### config.mk
export PLATFORM = sky130hd
export DESIGN_NAME = alu_op_sequencer
export DESIGN_NICKNAME = d
export VERILOG_FILES = /design/src/rtl/alu_op_sequencer.sv
export SDC_FILE = /design/constraint.sdc
export NUM_CORES = 1
export LEC_CHECK = 0
export ABC_AREA = 0
export CORE_MARGIN = 2
export CORE_UTILIZATION = 50
export DETAILED_ROUTE_END_ITERATION = 6
export PLACE_DENSITY = 0.83
export SLEW_MARGIN = 10
export SYNTH_ARGS = -nofsm -noshare
export SYNTH_HDL_FRONTEND = slang
export SYNTH_SLANG_ARGS = --single-unit
export TNS_END_PERCENT = 10
### constraint.sdc
create_clock -name clk -period 2.2 [get_ports clk]
set_clock_uncertainty 0.15 [all_clocks]
set_input_delay 0.44 -clock clk [delete_from_list [all_inputs] [get_ports clk]]
set_output_delay 0.44 -clock clk [all_outputs]
set_load 0.01 [all_outputs]
### src/rtl/alu_op_sequencer.sv
// alu_op_sequencer
//
// Instruction front end for the 8-bit ALU datapath. It takes 16-bit
// instruction words over a valid/ready handshake and reads operands from a
// 4x8 register file. It drives the ALU inputs for ALU_LAT cycles, samples the
// ALU result, writes it back, and pulses done.
//
// Ports:
//   clk          - single clock, all state updates on the rising edge
//   rst          - synchronous, active-high reset
//   instr_valid  - instruction word present on instr
//   instr        - [15:12] opcode, [11:10] rd, [9:8] rs1, [7:6] rs2, [7:0] imm
//   instr_ready  - sequencer can accept an instruction (IDLE)
//   alu_a/alu_b  - ALU operands, zero outside EXEC
//   alu_op_sel   - ALU operation select, 4'hF (idle code) outside EXEC
//   alu_result   - combinational ALU output, sampled at the end of EXEC
//   done         - one-cycle retirement pulse (the WB cycle)
//   result       - value retired with done, held until the next done
//   err          - high with done when the opcode was illegal
//   dbg_addr     - debug register-file read address
//   dbg_data     - combinational read of regs[dbg_addr]

module alu_op_sequencer #(
    parameter int ALU_LAT = 1   // legal range 1..15
) (
    input  logic        clk,
    input  logic        rst,
    input  logic        instr_valid,
    input  logic [15:0] instr,
    output logic        instr_ready,
    output logic [7:0]  alu_a,
    output logic [7:0]  alu_b,
    output logic [3:0]  alu_op_sel,
    input  logic [7:0]  alu_result,
    output logic        done,
    output logic [7:0]  result,
    output logic        err,
    input  logic [1:0]  dbg_addr,
    output logic [7:0]  dbg_data
);

    localparam logic [1:0] S_IDLE = 2'd0;
    localparam logic [1:0] S_EXEC = 2'd1;
    localparam logic [1:0] S_WB   = 2'd2;

    localparam logic [3:0] OP_NOT  = 4'h6;
    localparam logic [3:0] OP_LDI  = 4'h7;
    localparam logic [3:0] OP_IDLE = 4'hF;

    // Counter counts down to zero, so EXEC lasts exactly ALU_LAT cycles.
    localparam logic [3:0] LAT_LOAD = 4'(ALU_LAT - 1);

    logic [1:0] state;
    logic [3:0] op_q;
    logic [1:0] rd_q;
    logic [7:0] a_q;
    logic [7:0] b_q;
    logic [7:0] res_q;
    logic [3:0] cnt_q;
    logic       illegal_q;
    logic [7:0] regs [4];

    // Instruction field decode
    logic [3:0] in_op;
    logic [1:0] in_rd;
    logic [1:0] in_rs1;
    logic [1:0] in_rs2;
    logic [7:0] in_imm;
    logic       in_is_alu;
    logic       in_is_illegal;
    logic       accept;

    assign in_op  = instr[15:12];
    assign in_rd  = instr[11:10];
    assign in_rs1 = instr[9:8];
    assign in_rs2 = instr[7:6];
    assign in_imm = instr[7:0];

    always_comb begin
        // NOTE: default assignment first so no path leaves in_is_alu unassigned (no latch).
        in_is_alu = 1'b0;
        case (in_op)
            4'h0, 4'h1, 4'h3, 4'h4, 4'h5, 4'h6: in_is_alu = 1'b1;
            default:                            in_is_alu = 1'b0;
        endcase
    end

    assign in_is_illegal = !in_is_alu && (in_op != OP_LDI);
    assign accept        = instr_valid && instr_ready;

    // NOTE: all sequential state uses non-blocking assignments so every register samples pre-edge values.
    always_ff @(posedge clk) begin
        if (rst) begin
            state     <= S_IDLE;
            op_q      <= '0;
            rd_q      <= '0;
            a_q       <= '0;
            b_q       <= '0;
            res_q     <= '0;
            cnt_q     <= '0;
            illegal_q <= 1'b0;
            // NOTE: the register file is architecturally zero after reset, so it is cleared here like any flop.
            for (int i = 0; i < 4; i++) begin
                regs[i] <= '0;
            end
        end else begin
            case (state)
                S_IDLE: begin
                    if (accept) begin
                        op_q      <= in_op;
                        rd_q      <= in_rd;
                        a_q       <= regs[in_rs1];
                        b_q       <= (in_op == OP_NOT) ? 8'h00 : regs[in_rs2];
                        illegal_q <= in_is_illegal;
                        cnt_q     <= LAT_LOAD;
                        if (in_is_alu) begin
                            state <= S_EXEC;
                        end else begin
                            // LDI and illegal opcodes skip the ALU; the
                            // retired value is known at accept time.
                            res_q <= in_is_illegal ? 8'h00 : in_imm;
                            state <= S_WB;
                        end
                    end
                end
                S_EXEC: begin
                    if (cnt_q == 4'd0) begin
                        res_q <= alu_result;
                        state <= S_WB;
                    end else begin
                        cnt_q <= cnt_q - 4'd1;
                    end
                end
                S_WB: begin
                    if (!illegal_q) begin
                        regs[rd_q] <= res_q;
                    end
                    state <= S_IDLE;
                end
                default: state <= S_IDLE;
            endcase
        end
    end

    assign instr_ready = (state == S_IDLE);
    assign alu_a       = (state == S_EXEC) ? a_q  : 8'h00;
    assign alu_b       = (state == S_EXEC) ? b_q  : 8'h00;
    assign alu_op_sel  = (state == S_EXEC) ? op_q : OP_IDLE;

    // The write in WB is cancelled by a reset sampled at its closing edge;
    // done is masked by rst so it never reports a retirement that is dropped.
    assign done     = (state == S_WB) && !rst;
    assign err      = done && illegal_q;
    assign result   = res_q;
    assign dbg_data = regs[dbg_addr];

endmodule

==> impl_metrics.csv, run 1 <==
group,metric,value,unit
route,wirelength,7640,um
clocking,root_buffer,"clkbuf_8",
global_routing,grt_use_total,21.8,%
timing,tightest_slew,0.673,ns
clocking,clkSlewWorstSetupHoldPaths,0.07,ns
layout,drive_above_1_share,20.0,%
global_routing,grt_max_degree,26,
clocking,worstSkewPairLatency,0.34,ns
placement,place_area,0.00450,mm2
layout,syn_to_final_growth,33.9,%
worst_setup_path,start_kind,"input pin",
worst_setup_path,crit_buf_inv,3,
synthesis,synth_adder_area_share,0.707,%
floorplan,start_util,51.8,%
placement,dp_hpwl,5740,um
timing,slew_headroom,55.0,%
placement,port_buffers,67,
power,power.density,673,mW/mm2
worst_setup_path,cp.required,1.61,ns
power,p_sw_share,23.5,%
floorplan,fp.dieW,88.1,um
route,post-route-drc-count,0,
power,power.internal,2.44,mW
power,switchingPower,747,uW
worst_setup_path,cp-end-kind,"output pin",
worst_setup_path,critPathKind,"in2out",
timing,slew_viol_final,0,
route,ant_nets,0,
power,ir_drop,0.306,mV
global_routing,grt_pass1_wl,12700,um
worst_setup_path,critical-path-max-stage-delay,0.48,ns
synthesis,avgSynthCellArea,12.2,um2
power,p_clk_share,38.5,%
timing,setup_viol,0,
floorplan,die_area,0.00776,mm2
clocking,clockBufferDepth,2,
synthesis,synthTopCellsByArea,"edfxtp_1, dfxtp_1, mux4_2",
power,p_leak,1.93,nW
worst_hold_path,hold_class,"reg2reg",
power,p_total,3.19,mW
synthesis,yosys.area.top_type,"edfxtp_1",
route,first_iter_violations,164,
synthesis,synth_seq_cells,69,
worst_setup_path,crit_arrival,1.57,ns
synthesis,synth_mux_area_share,18.1,%
layout,diodes,0,
route,wl_per_cell,16.2,um
synthesis,seq_area_frac_synth,48.1,%
timing,fmax,462,MHz
clocking,cts_made_buffers,9,
synthesis,synthSimpleGateAreaFrac,18.1,%
layout,layout_common_cells,"and2_1, dfxtp_1, clkdlybuf4s50_1",
timing,fin_ws,0.0371,ns
worst_setup_path,worstPathMaxFanout,8,
run,maxCapViolations,0,
outcome,outcome,"finished, final reports clean",
layout,final_area,0.00473,mm2
layout,nets,401,
floorplan,core,0.00683,mm2
worst_setup_path,cp_top_family,"buffers and inverters",
global_routing,overflow,0,
timing,hold_violations,0,
synthesis,synth_area,0.00354,mm2
synthesis,syn-num-nets,322,
synthesis,syn_inst,291,
clocking,ctsHtreeMaxLevel,3,
global_routing,antenna_found_initial,0,
synthesis,synth.top_cell.area_share,27.2,%
clocking,postCtsSetupBuffers,0,
placement,place_ws,-0.495,ns
route,viasPerCell,5.41,
floorplan,die_h,88.1,um
power,pwr-share-seq,46.2,%
synthesis,yosysUniqueCellTypes,41,
route,first_pass_iters,4,
worst_setup_path,cp_slowest_cell,"mux4_2",
synthesis,ys_warn_count,0,
route,vias,2547,
timing,finalCritPeriodShare,98.3,%
clocking,numClockSinks,69,
synthesis,synth_xor_area_share,0.743,%
clocking,cts_tree,"built",
synthesis,synth_top_family_by_area,"simple AND/OR/NAND/NOR gates",
global_routing,grt_pass1_vias,2598,
placement,gp_congestion,0.844,
floorplan,rows,30,
layout,final_common_cell,"and2_1",
synthesis,synth_compound_area_share,9.30,%
floorplan,io_pins,68,
timing,period_minus_slack,2.16,ns
worst_setup_path,crit_chain,"clkdlybuf4s15_2 -> buf_12 -> mux4_2 -> dlygate4sd2_1",
timing,rsz0062_at_grt,"no",
timing,holdWs,0.310,ns
power,combPwrFrac,15.3,%
-- stage by stage --
step                TNS (ns)  std cells  util [%]
finish                     0        471      69.3
global route               0        471      69.3
CTS                        0        471      69.1
detailed placement     -4.97        455      65.9
global placement       -3.79        455      65.9
floorplan                  0        291         -
-- cell families (layout without fill, tap and decap cells) --
family,Yosys count,count (layout)
XOR/XNOR,3,3
AO/OA/AOI/OAI,38,38
adder cells (fa/ha/maj),2,2
AND/OR/NAND/NOR,111,111
flip-flops,69,69
buffers and inverters,34,118
multiplexers,34,34
-- worst paths after layout --
kind / start / to / slack [ns] / depth (start not counted)
max: dbg_addr[0] / dbg_data[5] / 0.04 / 4
min reg2reg: b_q[3]$_SDFFE_PP0P_ / b_q[3]$_SDFFE_PP0P_ / 0.31 / 1
min: b_q[3]$_SDFFE_PP0P_ / b_q[3]$_SDFFE_PP0P_ / 0.31 / 1
max reg2reg: cnt_q[0]$_SDFFE_PP0P_ / result[2]$_SDFFE_PP0P_ / 0.26 / 6
-- per-layer routing --
| layer | routed length, um | global-route usage, % |
|---|---|---|
| met3 | 391 | 2.92 |
| met1 | 3310 | 28.3 |
| met4 | 174 | 12.0 |
| met2 | 3760 | 35.5 |
| met5 | 0 | 0 |
-- cell usage after synthesis (all sizes together) --
master   number
or3           1
buf          18
and4bb        1
mux2i        10
inv          11
and2         51
nor3b         3
nand2        28
ha            2
edfxtp       32
or2           3
a22o         14
mux4         24
xnor2         1
a32o          9
nand4bb       1
and3          1
a21o          1
nand3         1
nor2          9
a21oi         3
o31ai         1
o41ai         8
o21ai         1
clkbuf        5
nor3          2
xor2          2
and3b         2
nor2b         2
dfxtp        37
o21bai        1
nand2b        6
-- cell type report --
type / instances / area [um2]
timing repair buffer: 91 / 958
multi-input combinational: 188 / 1670
sequential: 69 / 1700
clock buffer: 9 / 124
clock inverter: 7 / 114
fill: 506 / 2100
tap: 96 / 120
inverter: 11 / 41.3
-- state kept, by name (all words and copies together), names as in the netlist --
signal	cells
regs	32
a_q	8
b_q	8
result	8
cnt_q	4
op_q	4
rd_q	2
state	2
illegal_q	1
-- power by group through the flow --
stage	Combinational, mW	Sequential [mW]	Clock (mW)
after CTS	0.488	1.47	1.24
final	0.487	1.47	1.23
after floorplan	0.285	1.48	0
after detailed placement	0.498	1.50	0
after global routing	0.526	1.48	1.30
after global placement	0.485	1.49	0
-- repair_timing --
| item | in CTS | in global routing |
|---|---|---|
| hold buffers | 0 | 0 |
| pin swaps | 0 | 0 |
| endpoints found under the setup margin | 30 | 9 |
| gates resized for setup | 39 | 9 |
(Power assumes the default switching activity.)
==> run 2: changes to the inputs <==
- ABC_CLOCK_PERIOD_IN_PS: unset -> 2200
- CORE_MARGIN: 2 -> unset
==> run 2 against run 1 <==
Clock-buffer cell count unchanged. Global-route usage increased by 2.5 points. Die area decreased by 4.5%. Sequential power about the same. Worst setup slack improved by 0.014 ns. Critical path depth unchanged. Final cell count increased by 0.85%. Clock power decreased by 12%. Routed wire length increased by 7.0%. Flip-flop and latch count unchanged. Design area increased by 0.19%. Combinational power increased by 3%. Critical path type unchanged.
==> impl_metrics.csv, run 2 (same netlist as run 1, synthesis figures left out) <==
group,metric,value,unit
outcome,outcome,"finished, final reports clean",
worst_setup_path,cp-end-kind,"output pin",
clocking,cts_made_buffers,9,
clocking,cts_tree,"built",
timing,setup_viol,0,
floorplan,start_util,51.8,%
route,ant_nets,0,
global_routing,overflow,0,
floorplan,die_h,86.1,um
timing,slew_headroom,56.2,%
global_routing,antenna_found_initial,0,
timing,rsz0062_at_grt,"no",
global_routing,grt_pass1_vias,2636,
clocking,clkSlewWorstSetupHoldPaths,0.08,ns
route,wirelength,8170,um
layout,ff_latch_area,0.00170,mm2
layout,nets,405,
placement,gp_congestion,0.826,
worst_setup_path,cp.required,1.61,ns
worst_hold_path,hold_class,"reg2reg",
global_routing,grt_use_total,24.3,%
layout,final_common_cell,"and2_1",
timing,slew_viol_final,0,
clocking,clockBufferDepth,2,
placement,dp_hpwl,6030,um
worst_setup_path,critPathKind,"in2out",
worst_hold_path,holdPathStages,1,
timing,period_minus_slack,2.15,ns
worst_setup_path,crit_arrival,1.56,ns
route,viasPerCell,5.58,
power,power.density,645,mW/mm2
layout,diodes,0,
clocking,numClockSinks,69,
route,post-route-drc-count,0,
layout,fillers,492,
timing,hold_violations,0,
layout,syn_to_final_growth,34.1,%
floorplan,core,0.00683,mm2
layout,final_util,69.4,%
placement,port_buffers,67,
power,ir_drop,0.388,mV
layout,fin_cells,475,
timing,tightest_slew,0.654,ns
floorplan,io_pins,68,
timing,fin_setup_tns,0,ns
worst_setup_path,worstPathMaxFanout,4,
timing,finalCritPeriodShare,97.7,%
clocking,ctsHtreeMaxLevel,3,
run,maxCapViolations,0,
layout,registers.top_by_ff_count,"regs",
clocking,worstSkewPairLatency,0.35,ns
floorplan,die_area,0.00741,mm2
route,first_iter_violations,137,
floorplan,fp.dieW,86.1,um
timing,fmax,465,MHz
layout,drive_above_1_share,21.1,%
floorplan,rows,30,
worst_setup_path,start_kind,"input pin",
layout,largest_reg_flops,32,
power,p_leak,1.96,nW
route,first_pass_iters,4,
global_routing,grt_pass1_wl,13400,um
global_routing,grt_max_degree,23,
timing,holdWs,0.312,ns
route,vias,2649,
worst_setup_path,reg2reg_depth,6,
worst_setup_path,r2r_slack,0.31,ns
power,p_total,3.06,mW
route,wl_per_cell,17.2,um
clocking,root_buffer,"clkbuf_8",
placement,place_inst,459,
layout,multi_input_area,0.00168,mm2
layout,layout_common_cells,"and2_1, dfxtp_1, clkdlybuf4s50_1",
run 2: cell type report:
cell class / instances / share of cell area [%]
flip-flops and latches: 69 / 35.9
multi-input cells: 188 / 35.3
clock buffers: 9 / 2.61
repair buffers: 95 / 21.1
clock inverters: 7 / 1.69
well taps: 96 / 2.53
inverters: 11 / 0.870
run 2: routing by layer:
metal | vias to the layer above | part of all wire, % | track usage (%)
li1 | 1234 | - | -
met1 | 1302 | 41 | 29.4
met2 | 100 | 52 | 41.7
met3 | 13 | 5.6 | 4.52
met4 | 0 | 1.6 | 11.7
met5 | - | 0 | 0
run 2: what timing repair did:
action | in CTS | in global routing
pin swaps | 0 | 0
hold buffers | 0 | 0
buffers inserted | 0 | 0
resized for setup | 39 | 13
endpoints found under the setup margin | 31 | 13
run 2: final timing paths:
check                   startpoint                     end
min reg2reg    b_q[3]$_SDFFE_PP0P_     b_q[3]$_SDFFE_PP0P_
min            b_q[3]$_SDFFE_PP0P_     b_q[3]$_SDFFE_PP0P_
max reg2reg  cnt_q[0]$_SDFFE_PP0P_  result[5]$_SDFFE_PP0P_
max                    dbg_addr[0]             dbg_data[6]
run 2: through the flow:
step	cell area (um2)	setup WS, ns
after detailed placement	4520	-0.494
after global placement	4520	-0.469
final	4740	0.0507
after floorplan	3540	0.286
after global routing	4740	0.0127
after CTS	4720	-0.172
run 2: critical path, stage by stage:
cell	delay, ns
clkdlybuf4s15_2	0.21
buf_6	0.13
mux4_2	0.48
dlygate4sd2_1	0.29
run 2: power by group:
group          internal (mW)  total [mW]  switching, mW
combinational          0.286       0.500          0.215
clock                  0.539        1.08          0.545
sequential              1.41        1.47         0.0621
total                   2.24        3.06          0.822
